File: config.mk
export PLATFORM = sky130hd
export DESIGN_NAME = dm_lsu_initiator_flat
export DESIGN_NICKNAME = d
export VERILOG_FILES = /design/src/rtl/dm_lsu_initiator_if.sv /design/src/rtl/dm_lsu_initiator.sv /design/src/flat_wrapper.sv
export SDC_FILE = /design/constraint.sdc
export NUM_CORES = 1
export LEC_CHECK = 0
export CORE_ASPECT_RATIO = 0.75
export CORE_MARGIN = 3
export CORE_UTILIZATION = 50
export DETAILED_ROUTE_END_ITERATION = 10
export PLACE_DENSITY = 0.81
export SLEW_MARGIN = 20
export SYNTH_ARGS = -nofsm -noshare
export SYNTH_HDL_FRONTEND = slang
export SYNTH_SLANG_ARGS = --single-unit
File: constraint.sdc
create_clock -name clk -period 3.25 [get_ports clk]
set_clock_uncertainty 0.2 [all_clocks]
set_input_delay 0.4875 -clock clk [delete_from_list [all_inputs] [get_ports clk]]
set_output_delay 0.4875 -clock clk [all_outputs]
set_load 0.1 [all_outputs]
File: src/rtl/dm_lsu_initiator_if.sv
// Bundle of the MEM-stage request/response and DM port signals for dm_lsu_initiator.
// The master side is the pipeline plus the DM array; the slave side is the initiator.
interface dm_lsu_initiator_if;
   logic        req_valid;
   logic        req_ready;
   logic [1:0]  req_op;
   logic [31:0] req_addr;
   logic [31:0] req_wdata;
   logic        rsp_valid;
   logic [31:0] rsp_rdata;
   logic [2:0]  sb_count;
   logic        dm_MemWr;
   logic        dm_MemWrComp;
   logic [31:0] dm_in;
   logic [31:0] dm_addr;
   logic [31:0] dm_addr_c;
   logic [31:0] dm_out;

   modport master (
      output req_valid, req_op, req_addr, req_wdata, dm_out,
      input  req_ready, rsp_valid, rsp_rdata, sb_count,
      input  dm_MemWr, dm_MemWrComp, dm_in, dm_addr, dm_addr_c
   );

   modport slave (
      input  req_valid, req_op, req_addr, req_wdata, dm_out,
      output req_ready, rsp_valid, rsp_rdata, sb_count,
      output dm_MemWr, dm_MemWrComp, dm_in, dm_addr, dm_addr_c
   );
endinterface

File: src/rtl/dm_lsu_initiator.sv
// Load/store initiator: buffers stores in a FIFO drained lazily to DM, forwards to loads, handles fence.
// Define DM_LSU_MIRROR_EN to mirror every drain to the word index with its top bit flipped.
module dm_lsu_initiator #(
   parameter int unsigned SB_DEPTH = 4,
   parameter int unsigned IDX_LSB  = 2,
   parameter int unsigned IDX_W    = 4
) (
   input logic             clk,
   input logic             reset,
   dm_lsu_initiator_if.slave bus
);
   localparam int unsigned PtrW = $clog2(SB_DEPTH);
   localparam int unsigned CntW = PtrW + 1;
   localparam logic [31:0] IdxMask = ((32'd1 << IDX_W) - 32'd1) << IDX_LSB;
`ifdef DM_LSU_MIRROR_EN
   localparam logic [31:0] MirrorBit = 32'd1 << (IDX_LSB + IDX_W - 1);
`endif

   localparam logic [1:0] OpLoad  = 2'b00;
   localparam logic [1:0] OpStore = 2'b01;
   localparam logic [1:0] OpFence = 2'b10;

   typedef enum logic [0:0] {StRun, StDrain} state_e;

   state_e          state_q, state_d;
   logic [CntW-1:0] cnt_q, cnt_d;
   logic [PtrW-1:0] head_q, head_d, tail_q, tail_d;
   logic [31:0]     addr_q [SB_DEPTH];
   logic [31:0]     addr_d [SB_DEPTH];
   logic [31:0]     data_q [SB_DEPTH];
   logic [31:0]     data_d [SB_DEPTH];
   logic            rsp_valid_q, rsp_valid_d;
   logic [31:0]     rsp_rdata_q, rsp_rdata_d;

   logic            full, accept, is_load, push, drain;
   logic [PtrW-1:0] slot;
   logic [31:0]     fwd_data;

   // Addresses alias on the DM word index only; upper address bits are ignored.
   function automatic logic idx_hit(logic [31:0] a, logic [31:0] b);
`ifdef DM_LSU_MIRROR_EN
      return (((a ^ b) & IdxMask) == '0) || (((a ^ b ^ MirrorBit) & IdxMask) == '0);
`else
      return ((a ^ b) & IdxMask) == '0;
`endif
   endfunction

   always_comb begin
      full          = (cnt_q == CntW'(SB_DEPTH));
      bus.req_ready = reset && (state_q == StRun) && !full;
      accept        = bus.req_valid && bus.req_ready;
      is_load       = accept && (bus.req_op == OpLoad);
      push          = accept && (bus.req_op == OpStore);
      drain         = reset && !is_load && (cnt_q != '0) &&
                      ((state_q == StDrain) || !bus.req_valid || full);

      // Walk oldest to youngest so the youngest matching entry wins.
      fwd_data = bus.dm_out;
      slot     = '0;
      for (int unsigned i = 0; i < SB_DEPTH; i++) begin
         slot = head_q + PtrW'(i);
         if ((CntW'(i) < cnt_q) && idx_hit(addr_q[slot], bus.req_addr)) begin
            fwd_data = data_q[slot];
         end
      end

      bus.dm_MemWr = drain;
      bus.dm_addr  = drain ? addr_q[head_q] : (is_load ? bus.req_addr : '0);
      bus.dm_in    = drain ? data_q[head_q] : '0;
`ifdef DM_LSU_MIRROR_EN
      bus.dm_MemWrComp = drain;
      bus.dm_addr_c    = drain ? (addr_q[head_q] ^ MirrorBit) : '0;
`else
      bus.dm_MemWrComp = 1'b0;
      bus.dm_addr_c    = '0;
`endif
      bus.rsp_valid = reset && rsp_valid_q;
      bus.rsp_rdata = rsp_rdata_q;
      bus.sb_count  = reset ? 3'(cnt_q) : 3'd0;
   end

   always_comb begin
      state_d     = state_q;
      head_d      = head_q;
      tail_d      = tail_q;
      addr_d      = addr_q;
      data_d      = data_q;
      rsp_valid_d = 1'b0;
      rsp_rdata_d = '0;

      if (push) begin
         addr_d[tail_q] = bus.req_addr;
         data_d[tail_q] = bus.req_wdata;
         tail_d         = tail_q + PtrW'(1);
      end
      if (drain) begin
         head_d = head_q + PtrW'(1);
      end
      cnt_d = cnt_q + CntW'(push) - CntW'(drain);

      if (is_load) begin
         rsp_valid_d = 1'b1;
         rsp_rdata_d = fwd_data;
      end else if (accept && (bus.req_op == OpFence)) begin
         if (cnt_q == '0) begin
            rsp_valid_d = 1'b1;
         end else begin
            state_d = StDrain;
         end
      end else if ((state_q == StDrain) && (cnt_q == '0)) begin
         rsp_valid_d = 1'b1;
         state_d     = StRun;
      end
   end

   always_ff @(posedge clk) begin
      if (!reset) begin
         state_q     <= StRun;
         cnt_q       <= '0;
         head_q      <= '0;
         tail_q      <= '0;
         rsp_valid_q <= 1'b0;
         rsp_rdata_q <= '0;
      end else begin
         state_q     <= state_d;
         cnt_q       <= cnt_d;
         head_q      <= head_d;
         tail_q      <= tail_d;
         rsp_valid_q <= rsp_valid_d;
         rsp_rdata_q <= rsp_rdata_d;
      end
   end

   // Entry storage needs no reset: only slots counted by cnt_q are ever read.
   always_ff @(posedge clk) begin
      addr_q <= addr_d;
      data_q <= data_d;
   end
endmodule

File: src/flat_wrapper.sv
// flat-port wrapper written by rule: the top's interface ports become plain ports
module dm_lsu_initiator_flat 
#(
   parameter int unsigned SB_DEPTH = 4,
   parameter int unsigned IDX_LSB  = 2,
   parameter int unsigned IDX_W    = 4
)
  (clk, reset, bus_req_valid, bus_req_op, bus_req_addr, bus_req_wdata, bus_dm_out, bus_req_ready, bus_rsp_valid, bus_rsp_rdata, bus_sb_count, bus_dm_MemWr, bus_dm_MemWrComp, bus_dm_in, bus_dm_addr, bus_dm_addr_c);
  dm_lsu_initiator_if bus_i ();
  input logic clk;
  input logic reset;
  input wire logic [$bits(bus_i.req_valid)-1:0] bus_req_valid;
  input wire logic [$bits(bus_i.req_op)-1:0] bus_req_op;
  input wire logic [$bits(bus_i.req_addr)-1:0] bus_req_addr;
  input wire logic [$bits(bus_i.req_wdata)-1:0] bus_req_wdata;
  input wire logic [$bits(bus_i.dm_out)-1:0] bus_dm_out;
  output wire logic [$bits(bus_i.req_ready)-1:0] bus_req_ready;
  output wire logic [$bits(bus_i.rsp_valid)-1:0] bus_rsp_valid;
  output wire logic [$bits(bus_i.rsp_rdata)-1:0] bus_rsp_rdata;
  output wire logic [$bits(bus_i.sb_count)-1:0] bus_sb_count;
  output wire logic [$bits(bus_i.dm_MemWr)-1:0] bus_dm_MemWr;
  output wire logic [$bits(bus_i.dm_MemWrComp)-1:0] bus_dm_MemWrComp;
  output wire logic [$bits(bus_i.dm_in)-1:0] bus_dm_in;
  output wire logic [$bits(bus_i.dm_addr)-1:0] bus_dm_addr;
  output wire logic [$bits(bus_i.dm_addr_c)-1:0] bus_dm_addr_c;
  assign bus_i.req_valid = bus_req_valid;
  assign bus_i.req_op = bus_req_op;
  assign bus_i.req_addr = bus_req_addr;
  assign bus_i.req_wdata = bus_req_wdata;
  assign bus_i.dm_out = bus_dm_out;
  assign bus_req_ready = bus_i.req_ready;
  assign bus_rsp_valid = bus_i.rsp_valid;
  assign bus_rsp_rdata = bus_i.rsp_rdata;
  assign bus_sb_count = bus_i.sb_count;
  assign bus_dm_MemWr = bus_i.dm_MemWr;
  assign bus_dm_MemWrComp = bus_i.dm_MemWrComp;
  assign bus_dm_in = bus_i.dm_in;
  assign bus_dm_addr = bus_i.dm_addr;
  assign bus_dm_addr_c = bus_i.dm_addr_c;
  dm_lsu_initiator #(.SB_DEPTH(SB_DEPTH), .IDX_LSB(IDX_LSB), .IDX_W(IDX_W)) u_core (.clk(clk), .reset(reset), .bus(bus_i));
endmodule
Yosys cells after proc, flatten, opt, wreduce, memory -nomap -nowiden
Cells that the tools add are included.
{ "totals": {"regBits": 297, "input_bits": 101, "out_inout_bits": 135, "wordCells": 119} }
{ "op_classes": {"add_sub_neg": 6, "n_lt_le_gt_ge": 10, "n_eq_ne": 4, "mux": 43, "n_bitwise": 11, "reduce_logical": 31} }
{ "ops": {"columns": ["cell", "n"], "rows": [
  ["two-way mux 32 bit", 18],
  ["binary-select mux 32 bit (select 2 bit)", 8],
  ["bitwise mux 128 bit", 2],
  ["zero test 32 bit", 4],
  ["demux 32 bit (select 2 bit)", 1],
  ["two-way mux 6 bit", 6],
  ["bitwise XOR 6 bit", 4],
  ["logical AND 1 bit", 16],
  [">= comparator 3 bit, second input constant", 5],
  ["NOT 2 -> 3 bit", 5],
  ["two-way mux 1 bit", 7],
  ["less-than comparator 1 x 3 -> 1 bit, first input constant", 2],
  ["less-than comparator 2 x 3 -> 1 bit, first input constant", 2],
  ["adder 2 x 1 -> 2 bit, second input constant", 2],
  ["adder 2 bit, second input constant", 2],
  ["adder 3 x 1 -> 3 bit", 1],
  ["== test 3 bit, second input constant", 1],
  ["zero test 1 bit", 3],
  ["zero test 3 bit", 1],
  ["less-than comparator 3 x 1 -> 1 bit, second input constant", 1],
  ["two-way mux 3 bit", 1],
  ["AND reduction 3 bit", 1],
  ["nonzero test 3 bit", 1],
  ["subtractor 3 x 1 -> 3 bit", 1],
  ["8 further kinds", 10]
]} }

Logic depth before layout (Yosys ltp)
Gate-level depths: netlist of the first run.
{ "depth": {"word_depth": 11, "mapped_depth": 11, "ltp_nobuf": 10} }

Least setup slack after synthesis of the first run
No wires, ideal clock.
{ "synth_path": {"path_kind": "register to output", "startpoint": "register u_core.head_q[1]", "endpoint": "output bus_dm_addr[4]", "t_arrival_ps": 4049, "t_required_ps": 2562, "path_slack_ps": -1486, "path_stages_with_launch": 9, "n_path_buf": 6, "cell_sequence": "dfxtp_1 buf_2 buf_2 buf_2 buf_2 clkbuf_1 buf_2 mux2_2 o21ai_0"} }
{ "synth_between": {"elab_chain_len": 5} }
{ "synth_lines": {"columns": ["item", "line_no", "source"], "rows": [
  ["start: declaration", "dm_lsu_initiator.sv:27", "logic [PtrW-1:0] head_q, head_d, tail_q, tail_d;"],
  ["start signal: assignment", "dm_lsu_initiator.sv:120", "head_q <= '0;"],
  ["start signal: assignment", "dm_lsu_initiator.sv:127", "head_q <= head_d;"],
  ["NOT 2 -> 3 bit (implied by the code)", "dm_lsu_initiator.sv:68", "bus.dm_addr = drain ? addr_q[head_q] : (is_load ? bus.req_addr : '0);"],
  ["binary-select mux 32 bit (select 2 bit)", "dm_lsu_initiator.sv:68", null],
  ["two-way mux 32 bit (implied by the code) (2 in series)", "dm_lsu_initiator.sv:68", null],
  ["two-way mux 32 bit", "dm_lsu_initiator.sv:68", null],
  ["end: declaration", "flat_wrapper.sv:24", "output wire logic [$bits(bus_i.dm_addr)-1:0] bus_dm_addr;"]
]} }
Every way passes these cells. The select of a mux whose other input is x is not followed.

Worst setup path after layout of the first run
{ "layout_path": {"startpoint": "register u_core.cnt_q[0]", "endpoint": "output bus_dm_addr[22]"} }
{ "layout_between": {"elab_chain_len": 10, "elab_cells_between_ends": 13, "cone_classes": "eq/ne (1); mux (2); reduce/logical (10)"} }
{ "layout_lines": {"columns": ["item", "line_no", "source"], "rows": [
  ["start: declaration", "dm_lsu_initiator.sv:26", "logic [CntW-1:0] cnt_q, cnt_d;"],
  ["start signal: assignment", "dm_lsu_initiator.sv:126", "cnt_q <= cnt_d;"],
  ["== test 3 bit", "dm_lsu_initiator.sv:49", "full = (cnt_q == CntW'(SB_DEPTH));"],
  ["zero test 1 bit", "dm_lsu_initiator.sv:50", "bus.req_ready = reset && (state_q == StRun) && !full;"],
  ["logical AND 1 bit", "dm_lsu_initiator.sv:50", null],
  ["logical AND 1 bit", "dm_lsu_initiator.sv:51", "accept = bus.req_valid && bus.req_ready;"],
  ["logical AND 1 bit", "dm_lsu_initiator.sv:52", "is_load = accept && (bus.req_op == OpLoad);"],
  ["zero test 1 bit", "dm_lsu_initiator.sv:54", "drain = reset && !is_load && (cnt_q != '0) &&"],
  ["logical AND 1 bit (3 in series)", "dm_lsu_initiator.sv:54", null],
  ["two-way mux 32 bit *", "dm_lsu_initiator.sv:68", null]
]} }
Every way passes the cells marked *; elsewhere a longest branch is shown, timed or not.

==> results of run 1 <==
[worst max path at each step]
stage / cells past startpoint / startpoint / endpoint
after global routing: 7 / u_core.cnt_q[0] / bus_dm_addr[22]
after detailed placement: 8 / bus_req_addr[4] / u_core.bus.rsp_rdata[25]
after CTS: 5 / u_core.head_q[0] / bus_dm_in[31]
final: 7 / u_core.cnt_q[0] / bus_dm_addr[22]
after global placement: 7 / bus_req_addr[4] / u_core.bus.rsp_rdata[14]
after floorplan: 8 / u_core.head_q[1] / bus_dm_addr[4]
[routing by layer]
metal / global-route usage (%) / up-vias
met5: 0 / -
met2: 42.1 / 706
met3: 4.87 / 93
met1: 35.1 / 5655
li1: - / 4957
met4: 6.24 / 4
[per-stage QoR]
| stage | setup WS, ns | utilization [%] | instance area (um2) | power, W | hold WS (ns) |
|---|---|---|---|---|---|
| finish | 0.0897 | 65.8 | 20100 | 0.0147 | 0.325 |
| global route | -0.0233 | 65.8 | 20100 | 0.0152 | 0.348 |
| CTS | 0.00681 | 65.8 | 20100 | 0.0147 | 0.328 |
| detailed placement | 0.0262 | 62.3 | 19000 | 0.0110 | 0.318 |
| global placement | 0.173 | 62.3 | 19000 | 0.0109 | 0.292 |
| floorplan | -0.205 | - | 15900 | 0.00896 | 0.274 |
[sequential cells by signal, indices dropped and copies added (netlist names)]
signal	flops
u_core.data_q	128
u_core.head_q	2
u_core.rsp_valid_q	1
u_core.addr_q	128
u_core.bus.rsp_rdata	32
u_core.tail_q	2
u_core.state_q	1
u_core.cnt_q	3
[cell usage in the layout, fill, tap and decap left out, drive strengths merged, types with 2 or more instances in the layout]
cell type,netlist,layout
clkinv,0,12
bufinv,0,7
nand2b,3,3
clkbuf,60,35
nor2,72,72
nor2b,4,4
xnor2,12,12
mux2i,48,48
mux4,100,100
nand3b,33,33
conb,1,33
dfxtp,41,41
ha,7,7
buf,84,157
inv,8,8
nand3,3,3
and2,13,13
nor3,35,35
a211oi,34,34
a211o,2,2
clkdlybuf4s50,0,100
o21ai,69,69
a221oi,64,64
a21oi,97,97
or3,2,2
mux2,36,36
a22o,28,28
edfxtp,256,256
nand2,41,41
xor2,7,7
[report_power, final]
group / switching [W] / internal (W)
registers: 0.0000972 / 0.00421
logic: 0.00413 / 0.00251
clock network: 0.00147 / 0.00228
[tightest hold or removal path, cell delays in order, from the launching register on]
cell,delay [ns]
sky130_fd_sc_hd__dfxtp_1,0.33
sky130_fd_sc_hd__nor2_1,0.10
sky130_fd_sc_hd__nor2_1,0.05
[kinds of logic (layout without fill, tap and decap cells)]
group | after synthesis | count (layout) | synth area share, %
AO/OA/AOI/OAI | 297 | 297 | 12.3
flip-flops | 297 | 297 | 54.3
AND/OR/NAND/NOR | 210 | 210 | 6.65
multiplexers | 184 | 184 | 20.1
buffers and inverters | 152 | 320 | 4.85
XOR/XNOR | 19 | 19 | 1.06
adder cells (fa/ha/maj) | 8 | 8 | 0.687
other | 1 | 33 | 0.0239
[timing repair]
item	4_1_cts	5_1_grt
setup buffers	1	0
hold endpoints to repair	0	0
resized for setup	1	8
endpoints found under the setup margin	12	24
gates cloned	0	0
[final cells by class]
cell class | count | area, um2 | share of cell area [%]
timing repair buffer | 257 | 3270 | 16.3
clock inverter | 20 | 272 | 1.35
multi-input combinational | 751 | 6700 | 33.4
sequential | 297 | 8520 | 42.4
inverter | 8 | 30.0 | 0.150
tap | 399 | 499 | 2.49
clock buffer | 35 | 791 | 3.94
==> Implementation_results.wiki, run 1 <==
{| class="wikitable"
! Metric !! Value
|-
| Layout cell share with drive strength beyond 1 || around 29%
|-
| Top routing layer used || met5
|-
| HPWL reported at the end of detailed placement || approximately 27000 um
|-
| Kind of launch point of the worst setup path || flop
|-
| Hold EP || u_core.rsp_valid_q
|-
| Clock tree root buffer cell || sky130_fd_sc_hd__clkbuf_16
|-
| Min Clock Period, post-route || between 3 and 4 ns
|-
| Die H || 159 um
|-
| Met2 wire length || roughly 21000 um
|-
| Final WL || 43500 um
|-
| List of cells traversed by the critical path || inv_1 -> nand3_1 -> nand3_1 -> nor3_4 -> buf_6 -> a22o_1 -> buf_12
|-
| DRC violation count after routing || 0
|-
| Top cells by area, synth || sky130_fd_sc_hd__edfxtp_1, sky130_fd_sc_hd__mux4_2, sky130_fd_sc_hd__dfxtp_1
|-
| Register clock-pin slew on the reported worst setup and hold paths || about 0.060 ns
|-
| Detailed Route Iter0 Violations || between 1000 and 1500
|-
| Post-detailed-route count of antenna-violating nets || 0
|-
| Filler instances || roughly 2100
|-
| Largest stage delay, worst path || ~0.4 ns
|-
| Detail-routed net length per standard cell || between 20 and 25 um
|-
| Count of nets after finishing || 1454
|-
| Number of cells on the worst reg-to-reg path || 6
|-
| Syn. warnings || 0
|-
| RR Endpoint || u_core.bus.rsp_rdata[20]
|-
| Cell type with the largest total area after synthesis || sky130_fd_sc_hd__edfxtp_1
|-
| Flops & latches, synth || 297
|-
| Final critical-path share of the clock period || a little over nine tenths
|-
| Cell area after synthesis || about 16000 um2
|-
| Critical Path Most Common Cell || sky130_fd_sc_hd__nand3_1
|-
| Count of max-cap constraint violations || 0
|-
| Clock Latency Late Sink || about 0.56 ns
|-
| Post-synthesis instance total || between 1000 and 1500
|-
| Fin. Hold Viols || 0
|-
| Data required time at the worst endpoint || 2.56 ns
|-
| Cell with the largest stage delay on the worst path || sky130_fd_sc_hd__dfxtp_1
|-
| DRT Pass-1 Iters || 6
|-
| Kind of capture point of the worst setup path || output pin
|-
| Count of flip-flops with a built-in enable after synthesis || around 260
|-
| Worst path buffer plus inverter count || 3
|-
| Post-Place Cells || 1711
|-
| Die W || 210 um
|-
| Asr flop ratio synth || 0%
|-
| CTS tree || yes
|-
| Worst VDD drop || roughly 0.54 mV
|-
| Most common cell in the netlist || sky130_fd_sc_hd__edfxtp_1
|-
| Fin. max-slew vios || 0
|-
| CTS buffer count || 30
|-
| Met3 wirelength from detailed routing || roughly 4100 um
|-
| Final TNS setup || 0 ns
|-
| Top-area cell type share of the netlist area || 49.1%
|-
| Antenna Diode Count || 0
|-
| Worst Hold Depth || 2
|-
| Number of clock sinks || between 200 and 300
|-
| All-Layer GR Usage || about a quarter
|-
| Global-route wire length before repair || 66700 um
|-
| Met1 WL || between 15000 and 20000 um
|-
| Status || finished clean
|-
| Clock tree buffer depth || 3
|-
| Max_slew headroom || 26.6%
|-
| Highest clock rate || ~0.32 GHz
|-
| Boundary Pins || 236
|-
| Startpoint of the worst register-to-register path || u_core.head_q[0]
|-
| Primary FF master, synth || sky130_fd_sc_hd__edfxtp_1
|-
| Top delay family on crit path || buffers and inverters
|-
| Global placement routability congestion || between 0.7 and 0.8
|-
| Minimum setup slack among reg-to-reg paths || about 0.16 ns
|-
| Vias after detailed routing || approximately 11000
|-
| Distinct cell type count after synthesis || 42
|-
| PortBufs || around 200
|-
| Hold Buf Count CTS || 0
|-
| Tightest Pin Transition || 1.10 ns
|-
| Die area || 33500 um2
|-
| Detailed-route vias per instance || 6.46
|-
| Most frequent cells after synthesis || sky130_fd_sc_hd__edfxtp_1, sky130_fd_sc_hd__mux4_2, sky130_fd_sc_hd__a21oi_1, sky130_fd_sc_hd__nor2_1, sky130_fd_sc_hd__o21ai_0
|-
| HP Class || reg -> reg
|-
| Post-layout instance count excluding filler cells || around 1800
|-
| Area growth from synthesis to final layout || 28.2%
|-
| Initial standard-cell utilization of the core || 51.4%
|-
| H-tree levels || 1
|-
| # rows || 55
|-
| Vias in the first global route || 11471
|-
| Pwr Density || 732 nW/um2
|-
| Setup Crit Path Kind || reg -> out
|-
| Overall overflow remaining after global route || 0
|-
| Post-synthesis area per instance || 13.4 um2
|-
| Reported leakage power || about 6.5 nW
|-
| Antenna violations before repair || 2
|-
| HP Start || u_core.state_q
|-
| Data arrival at the endpoint of the critical path || approximately 2.5 ns
|-
| Area of the placeable core || 30500 um2
|-
| CP max FO || 24
|-
| Sequential cell area fraction in the yosys report || 54.3%
|-
| Pin count of the biggest net entering global routing || ~100
|-
| Final setup vio count || 0
|}
No activity file was read; power rests on OpenSTA's default activity.
==> run 2: changes to the inputs <==
--- a/config.mk
+++ b/config.mk
@@ -8,6 +8,7 @@
 export CORE_ASPECT_RATIO = 0.75
 export CORE_MARGIN = 3
 export CORE_UTILIZATION = 50
+export CTS_CLUSTER_SIZE = 16
 export DETAILED_ROUTE_END_ITERATION = 10
 export PLACE_DENSITY = 0.81
 export SLEW_MARGIN = 20
==> results of run 2 <==
Same layout as run 1: the final DEF is identical, and so are final timing and power.
